### src/rtl/gen_arb_grnt_mux.sv
// Requester-side companion to a round-robin arbiter: raises requests, locks onto the
// granted client for a whole packet and forwards it through a registered valid/ready stage.
module gen_arb_grnt_mux #(
    parameter  int WID     = 16,
    parameter  int DAT_WID = 32,
    localparam int SRC_WID = (WID > 1) ? $clog2(WID) : 1
) (
    input  logic                   clk,
    input  logic                   rst_n,
    input  logic [WID-1:0]         in_vld,
    input  logic [WID*DAT_WID-1:0] in_dat,
    input  logic [WID-1:0]         in_lst,
    output logic [WID-1:0]         in_rdy,
    output logic [WID-1:0]         rqsts,
    input  logic [WID-1:0]         grnts,
    output logic                   out_vld,
    output logic [DAT_WID-1:0]     out_dat,
    output logic                   out_lst,
    output logic [SRC_WID-1:0]     out_src,
    input  logic                   out_rdy,
    output logic                   err_grnt
);

    typedef enum logic {IDLE, LOCK} state_e;

    state_e               state_q, state_d;
    logic [WID-1:0]       lck_q, lck_d;
    logic [SRC_WID-1:0]   lck_src_q, lck_src_d;
    logic                 out_vld_q, out_vld_d;
    logic [DAT_WID-1:0]   out_dat_q, out_dat_d;
    logic                 out_lst_q, out_lst_d;
    logic [SRC_WID-1:0]   out_src_q, out_src_d;
    logic                 err_grnt_q, err_grnt_d;

    logic                 grnt_one_hot;
    logic                 grnt_legal;
    logic                 grnt_bad;
    logic [SRC_WID-1:0]   grnt_idx;
    logic [DAT_WID-1:0]   sel_dat;
    logic                 sel_lst;
    logic                 accept;

    // NOTE: sequential state uses non-blocking assignments so every flop samples pre-edge values.
    always_ff @(posedge clk) begin
        if (!rst_n) begin
            state_q    <= IDLE;
            lck_q      <= '0;
            lck_src_q  <= '0;
            out_vld_q  <= 1'b0;
            out_dat_q  <= '0;
            out_lst_q  <= 1'b0;
            out_src_q  <= '0;
            err_grnt_q <= 1'b0;
        end else begin
            state_q    <= state_d;
            lck_q      <= lck_d;
            lck_src_q  <= lck_src_d;
            out_vld_q  <= out_vld_d;
            out_dat_q  <= out_dat_d;
            out_lst_q  <= out_lst_d;
            out_src_q  <= out_src_d;
            err_grnt_q <= err_grnt_d;
        end
    end

    // Grant decode and the one-hot AND-OR select of the locked client's beat.
    always_comb begin
        // NOTE: every combinational output gets a default first so no latch is inferred.
        grnt_one_hot = (grnts != '0) && ((grnts & (grnts - WID'(1))) == '0);
        grnt_legal   = grnt_one_hot && ((grnts & in_vld) != '0);
        grnt_bad     = (grnts != '0) && !grnt_legal;
        grnt_idx     = '0;
        sel_dat      = '0;
        sel_lst      = 1'b0;
        for (int i = 0; i < WID; i++) begin
            if (grnts[i]) grnt_idx = SRC_WID'(i);
            if (lck_q[i]) begin
                sel_dat = sel_dat | in_dat[i*DAT_WID +: DAT_WID];
                sel_lst = sel_lst | in_lst[i];
            end
        end
    end

    // Output decode: requests only while idle, ready only for the locked client.
    always_comb begin
        rqsts  = '0;
        in_rdy = '0;
        if (state_q == IDLE) rqsts = in_vld;
        else                 in_rdy = lck_q & {WID{~out_vld_q | out_rdy}};
    end

    assign accept = |(in_vld & in_rdy);

    always_comb begin
        state_d    = state_q;
        lck_d      = lck_q;
        lck_src_d  = lck_src_q;
        err_grnt_d = err_grnt_q;
        out_vld_d  = out_vld_q;
        out_dat_d  = out_dat_q;
        out_lst_d  = out_lst_q;
        out_src_d  = out_src_q;

        case (state_q)
            IDLE: begin
                if (grnt_legal) begin
                    state_d   = LOCK;
                    lck_d     = grnts;
                    lck_src_d = grnt_idx;
                end else if (grnt_bad) begin
                    err_grnt_d = 1'b1;
                end
            end
            LOCK: begin
                if (accept && sel_lst) begin
                    state_d = IDLE;
                    lck_d   = '0;
                end
            end
            default: state_d = IDLE;
        endcase

        // A new accept overrides the drain, so the stage streams 1 beat/cycle.
        if (accept) begin
            out_vld_d = 1'b1;
            out_dat_d = sel_dat;
            out_lst_d = sel_lst;
            out_src_d = lck_src_q;
        end else if (out_vld_q && out_rdy) begin
            out_vld_d = 1'b0;
        end
    end

    assign out_vld  = out_vld_q;
    assign out_dat  = out_dat_q;
    assign out_lst  = out_lst_q;
    assign out_src  = out_src_q;
    assign err_grnt = err_grnt_q;

endmodule

### config.mk
export PLATFORM = sky130hd
export DESIGN_NAME = gen_arb_grnt_mux
export DESIGN_NICKNAME = d
export VERILOG_FILES = /design/src/rtl/gen_arb_grnt_mux.sv
export SDC_FILE = /design/constraint.sdc
export NUM_CORES = 1
export LEC_CHECK = 0
export BUFFER_PORTS_ARGS = -buffer_cell sky130_fd_sc_hd__buf_2
export CORE_AREA = 2 2 245 247
export CTS_BUF_LIST = sky130_fd_sc_hd__clkbuf_16
export DETAILED_ROUTE_END_ITERATION = 10
export DIE_AREA = 0 0 247 249
export GPL_TIMING_DRIVEN = 0
export PLACE_DENSITY = 0.3
export SLEW_MARGIN = 20
export SYNTH_ARGS = -nofsm -noshare
export SYNTH_HDL_FRONTEND = slang
export SYNTH_SLANG_ARGS = --single-unit
### constraint.sdc
create_clock -name clk -period 5.18 [get_ports clk]
set_input_delay 1.036 -clock clk [delete_from_list [all_inputs] [get_ports clk]]
set_output_delay 1.036 -clock clk [all_outputs]
set_load 0.01 [all_outputs]
==> metrics, run 1 <==
status=complete, no violations; Total GRT Usage=24.6%; H-tree levels=3; I/O Buffers=624; initial antenna violation count=37; worst-path fanout max=10; total CTS buffers=9; CTS clk-pin slew, worst paths=0.07 ns; area of the mapped netlist=roughly 0.0057 mm2; EDFF count, synth=0; number of fill cells=approximately 7000; TNS Setup=0 ns; Worst Setup End Kind=output pin; core area=a little under 0.06 mm2; row cnt=89; crit path launch type=flop; DR WL/cell=roughly 36 um; WL final=~79000 um; final hold vios=0; Avg Vias per Cell=around 4.6; leading area contributor after synthesis=a22oi_1; vias in the first global route=approximately 10000; sequential area share after synthesis=21.0%; synth cell count leaders=160 x a22oi_1, 81 x clkbuf_1, 73 x nor2_1; crit path cell chain=clkbuf_2 -> clkbuf_1 -> buf_2 -> and3_1 -> buf_2; syn avg cell area=between 7 and 8 um2; slowest cell delay on critical path=about 0.9 ns; global-route wire length before repair=~99000 um; crit path buf inv count=4; Initial Util=under 10%; Final Cycle Share=81.8%; clock buffer depth=2; worst vdd ir=roughly 0.00015 V; cell mode on critical path=buf_2; number of remaining DRC errors=0; actual slew at the worst max-slew pin=~1.2 ns; library cells used by synthesis=41; DIE AREA=about 0.06 mm2; Root Driver=clkbuf_16; synth top area cells=a22oi_1 21%, dfxtp_1 21%, a221oi_1 9.2%; Primary FF master, synth=dfxtp_1; grt ovf=0; CTS tree=built; Worst-Skew Late Latency=roughly 0.37 ns; Die H=around 250 um; Synth top area share=roughly a fifth; largest net degree at the start of global routing=13; Mapped Nets=1323; number of max-cap violations=0; clock sink count=60; number of synthesized register bits=60; DRT iter0 DRCs=792; final net count=around 2000; share of layout cells above drive strength 1=49.4%; Pleak=around 4.7 nW; worst path arrival time=roughly 3.2 ns; vias after detailed routing=around 10000; CTS Hold Bufs=0; count leader, synth=a22oi_1; RePlAce Congestion=around 0.9; setup bufs post-CTS=0; synth-to-layout area growth=80.2%; r2r setup slk=between 1 and 1.5 ns; first drt pass iteration count=5; ANT nets after route=0; post-synthesis instance total=between 700 and 800; largest delay contributor family on the critical path=buffers and inverters; minimum clock period=roughly 4.2 ns; type of the tightest min-delay check=flop to flop; io pins=634; highest clock rate=between 200 and 250 MHz; FFs w/ async S/R, synth=0%; Ys Warns=0; DIE WIDTH=around 250 um; pwr dens=138 mW/mm2; Worst Path Class, Setup=flop to output pin; CTS-repair resized insts=0; CP required=just over 4 ns; Final Slew Violations=0; relative slew slack=between 10% and 20%; Worst path slowest cell=clkbuf_1; dpl hpwl=between 60000 and 70000 um; fin util=approximately 18%; RSZ-0062 raised after global routing=false; final setup fails=0; clk_skew=approximately 0.017 ns
registers in the layout, summed over array words and instances (netlist names):
| name | flops |
|---|---|
| lck_src_q | 4 |
| out_dat | 32 |
| lck_q | 16 |
| state_q | 1 |
| err_grnt | 1 |
| out_src | 4 |
| out_lst | 1 |
| out_vld | 1 |
power breakdown:
group	internal [mW]	switching, mW
Combinational	0.171	0.141
Clock	0.376	0.271
Sequential	0.462	0.000519
Total	1.01	0.413
cell usage in the layout, fill, tap and decap left out, types with 3 or more instances in the layout:
| cell | count |
|---|---|
| a22oi_1 | 160 |
| nor2_1 | 73 |
| buf_2 | 630 |
| nand4_1 | 16 |
| clkbuf_16 | 9 |
| diode_2 | 13 |
| a22o_1 | 60 |
| and4_1 | 3 |
| clkbuf_1 | 44 |
| nand3_1 | 50 |
| nor4_1 | 5 |
| mux2i_1 | 24 |
| inv_1 | 4 |
| a21oi_1 | 7 |
| a221oi_1 | 60 |
| buf_16 | 3 |
| o31ai_1 | 6 |
| inv_6 | 3 |
| nor2b_1 | 17 |
| clkbuf_2 | 38 |
| and3_1 | 17 |
| nand2_1 | 44 |
| nand2b_1 | 3 |
| nor3_1 | 3 |
| dfxtp_1 | 60 |
| a211oi_1 | 34 |
final timing paths:
kind,startpoint,end,depth (start not counted)
max reg2reg,lck_q[13],out_dat[16],8
max,lck_q[7],in_rdy[7],5
min,lck_src_q[0],lck_src_q[0],2
min reg2reg,lck_src_q[0],lck_src_q[0],2
layer usage:
layer	up-vias	global-route usage, %	wire length (um)
met5	-	0	77
met4	12	8.43	3050
met3	142	4.75	5470
met2	614	42.5	37600
met1	5007	30.1	32400
li1	4391	-	-
area by class of cell:
class | instances | area [um2] | share of cell area [%]
flip-flops and latches | 60 | 1200 | 11.7
well taps | 773 | 967 | 9.40
multi-input cells | 603 | 4120 | 40.0
clock buffers | 9 | 225 | 2.19
inverters | 4 | 15.0 | 0.146
repair buffers | 628 | 3230 | 31.4
diodes | 13 | 32.5 | 0.316
plain buffers | 93 | 430 | 4.18
clock inverters | 7 | 73.8 | 0.718
cell families after synthesis:
family	Yosys count	share of synthesized area, %
AO/OA/AOI/OAI	341	47.7
adder cells (fa/ha/maj)	1	0.175
buffers and inverters	97	6.86
flip-flops	60	21.0
multiplexers	24	4.21
AND/OR/NAND/NOR	237	20.1
per-stage QoR:
step / setup WS [ns] / power [mW] / cells / hold slack (ns) / cell area (um2)
floorplan: 2.18 / 0.519 / 760 / 0.438 / 5710
global placement: 0.0874 / 0.779 / 2157 / 0.455 / 9800
detailed placement: 1.05 / 0.782 / 2161 / 0.463 / 9950
CTS: 0.641 / 1.45 / 2177 / 0.473 / 10300
global route: 0.858 / 1.48 / 2182 / 0.494 / 10300
finish: 0.943 / 1.42 / 2190 / 0.466 / 10300
worst register-to-register path, stage by stage, from the launching register on:
cell and delay [ns]:
dfxtp_1 0.30, clkbuf_1 0.74, a22o_1 0.27, a221oi_1 0.05, and4_1 0.31, nor2_1 0.46
clkbuf_1 0.59, clkbuf_1 0.71, a211oi_1 0.18
No activity file was read; power rests on OpenSTA's default activity.
==> inputs of run 2 (changes only) <==
==> constraint.sdc (replaced) <==
create_clock -name clk -period 4.2 [get_ports clk]
set_input_delay 0.84 -clock clk [delete_from_list [all_inputs] [get_ports clk]]
set_output_delay 0.84 -clock clk [all_outputs]
set_load 0.01 [all_outputs]
==> metrics, run 2 (synthesized netlist as in run 1, its figures left out) <==
final net count=1962 (unchanged); grt ovf=0 (unchanged); vias in the first global route=10511 (+0.29%); commonest non-fill, non-tap cell in the layout=buf_2; row cnt=89 (unchanged); final setup fails=0 (unchanged); minimum clock period=4.02 ns; Final Slew Violations=0 (unchanged); Worst-Skew Late Latency=0.37 ns (about the same); worst-path fanout max=10 (unchanged); relative slew slack=17.1% (-1.4 points); Worst Setup End Kind=output pin; H-tree levels=3 (unchanged); Worst path slowest cell=clkbuf_1; vias after detailed routing=10215 (+0.48%); DRT iter0 DRCs=755 (-4.7%); dpl hpwl=62400 um (unchanged); max reg flops=32 (unchanged); Total GRT Usage=24.5% (about the same); actual slew at the worst max-slew pin=1.24 ns (+0.0215 ns); CTS tree=built; overall power=1.75 mW (+23%); total CTS buffers=9 (unchanged); synth-to-layout area growth=80.3% (about the same); core area=0.0587 mm2 (unchanged); io pins=634 (unchanged); clock sink count=60 (unchanged); worst path arrival time=3.18 ns (-0.02 ns); Place WS=0.266 ns (-0.784 ns); DIE AREA=0.0615 mm2 (unchanged); clock buffer depth=2 (unchanged); TNS Setup=0 ns (unchanged); CTS clk-pin slew, worst paths=0.07 ns (about the same); RSZ-0062 raised after global routing=false; pwr dens=170 mW/mm2 (+23%); Initial Util=9.73% (unchanged); type of the tightest min-delay check=flop to flop; initial antenna violation count=38 (+2.7%); ANT nets after route=0 (unchanged); slowest cell delay on critical path=0.72 ns (-0.17 ns); global-route wire length before repair=99100 um (about the same); number of max-cap violations=0 (unchanged); Final Cycle Share=95.8%; Die H=249 um (unchanged); highest clock rate=roughly 250 MHz; DIE WIDTH=247 um (unchanged); final worst slack=0.177 ns (-0.766 ns); final hold vios=0 (unchanged); Pleak=4.68 nW (about the same); status=complete, no violations; CP required=3.36 ns (-0.78 ns); placed cell count=2161 (unchanged); first drt pass iteration count=5 (unchanged); crit path launch type=flop; number of fill cells=6876 (-0.058%); Avg Vias per Cell=4.66 (+0.44%); clk_skew=0.0175 ns (+0.000145 ns); crit path cell chain=clkbuf_1 -> clkdlybuf4s15_2 -> clkbuf_2 -> and3_1 -> buf_2; share of layout cells above drive strength 1=49.4% (-0.071 points); Root Driver=clkbuf_16; worst vdd ir=0.000188 V (+23%); RePlAce Congestion=0.895 (unchanged); most frequent cells in the layout=630 x buf_2, 160 x a22oi_1, 73 x nor2_1; I/O Buffers=624 (unchanged); largest net degree at the start of global routing=13 (unchanged); Worst Path Class, Setup=flop to output pin; CTS Hold Bufs=0 (unchanged); final std cells w/o fill=2191 (+0.046%); WL final=78500 um (about the same); number of remaining DRC errors=0 (unchanged); DR WL/cell=35.8 um (-0.10%)
[run 2: timing repair]
action,in CTS,in global routing
setup buffers,0,0
resized for setup,2,0
endpoints found under the setup margin,1,0
[run 2: where the power goes]
group,internal (mW),switching (mW)
logic,0.211,0.173
registers,0.570,0.000640
clock network,0.464,0.336
total,1.24,0.510
[run 2: per-stage QoR]
stage | cell area [um2] | hold WS [ns] | utilization, %
floorplan | 5710 | 0.438 | -
global placement | 9800 | 0.455 | 16.7
detailed placement | 9950 | 0.463 | 17.0
CTS | 10300 | 0.473 | 17.5
global route | 10300 | 0.494 | 17.5
finish | 10300 | 0.467 | 17.5
[run 2: worst max-delay path: cells and delay by family (launching register included)]
kind / cells / cell delay [ns]
buf+inv: 4 / 2.24
flops: 1 / 0.30
simple gates: 1 / 0.26
[run 2: routing by layer]
layer | vias to the layer above | track usage [%] | share of wire (%)
met2 | 613 | 42.2 | 48
met3 | 153 | 4.78 | 6.6
met5 | - | 0 | 0.098
li1 | 4387 | - | -
met4 | 12 | 9.14 | 4.0
met1 | 5050 | 30.0 | 42
[run 2: area by class of cell]
type / count / area (um2) / area share [%]
multi-input cells: 603 / 4120 / 40.0
repair buffers: 628 / 3230 / 31.3
flip-flops and latches: 60 / 1200 / 11.7
well taps: 773 / 967 / 9.39
plain buffers: 93 / 435 / 4.23
clock buffers: 9 / 225 / 2.19
clock inverters: 7 / 73.8 / 0.717
diodes: 14 / 35.0 / 0.340
inverters: 4 / 15.0 / 0.146
[run 2: path summary, 6_finish.rpt]
path,from,end,slack [ns],depth (start not counted)
setup / recovery,lck_q[8],in_rdy[8],0.18,5
hold / removal,lck_src_q[0],lck_src_q[0],0.47,2
setup reg to reg,lck_q[13],out_dat[16],0.36,8
hold reg to reg,lck_src_q[0],lck_src_q[0],0.47,2
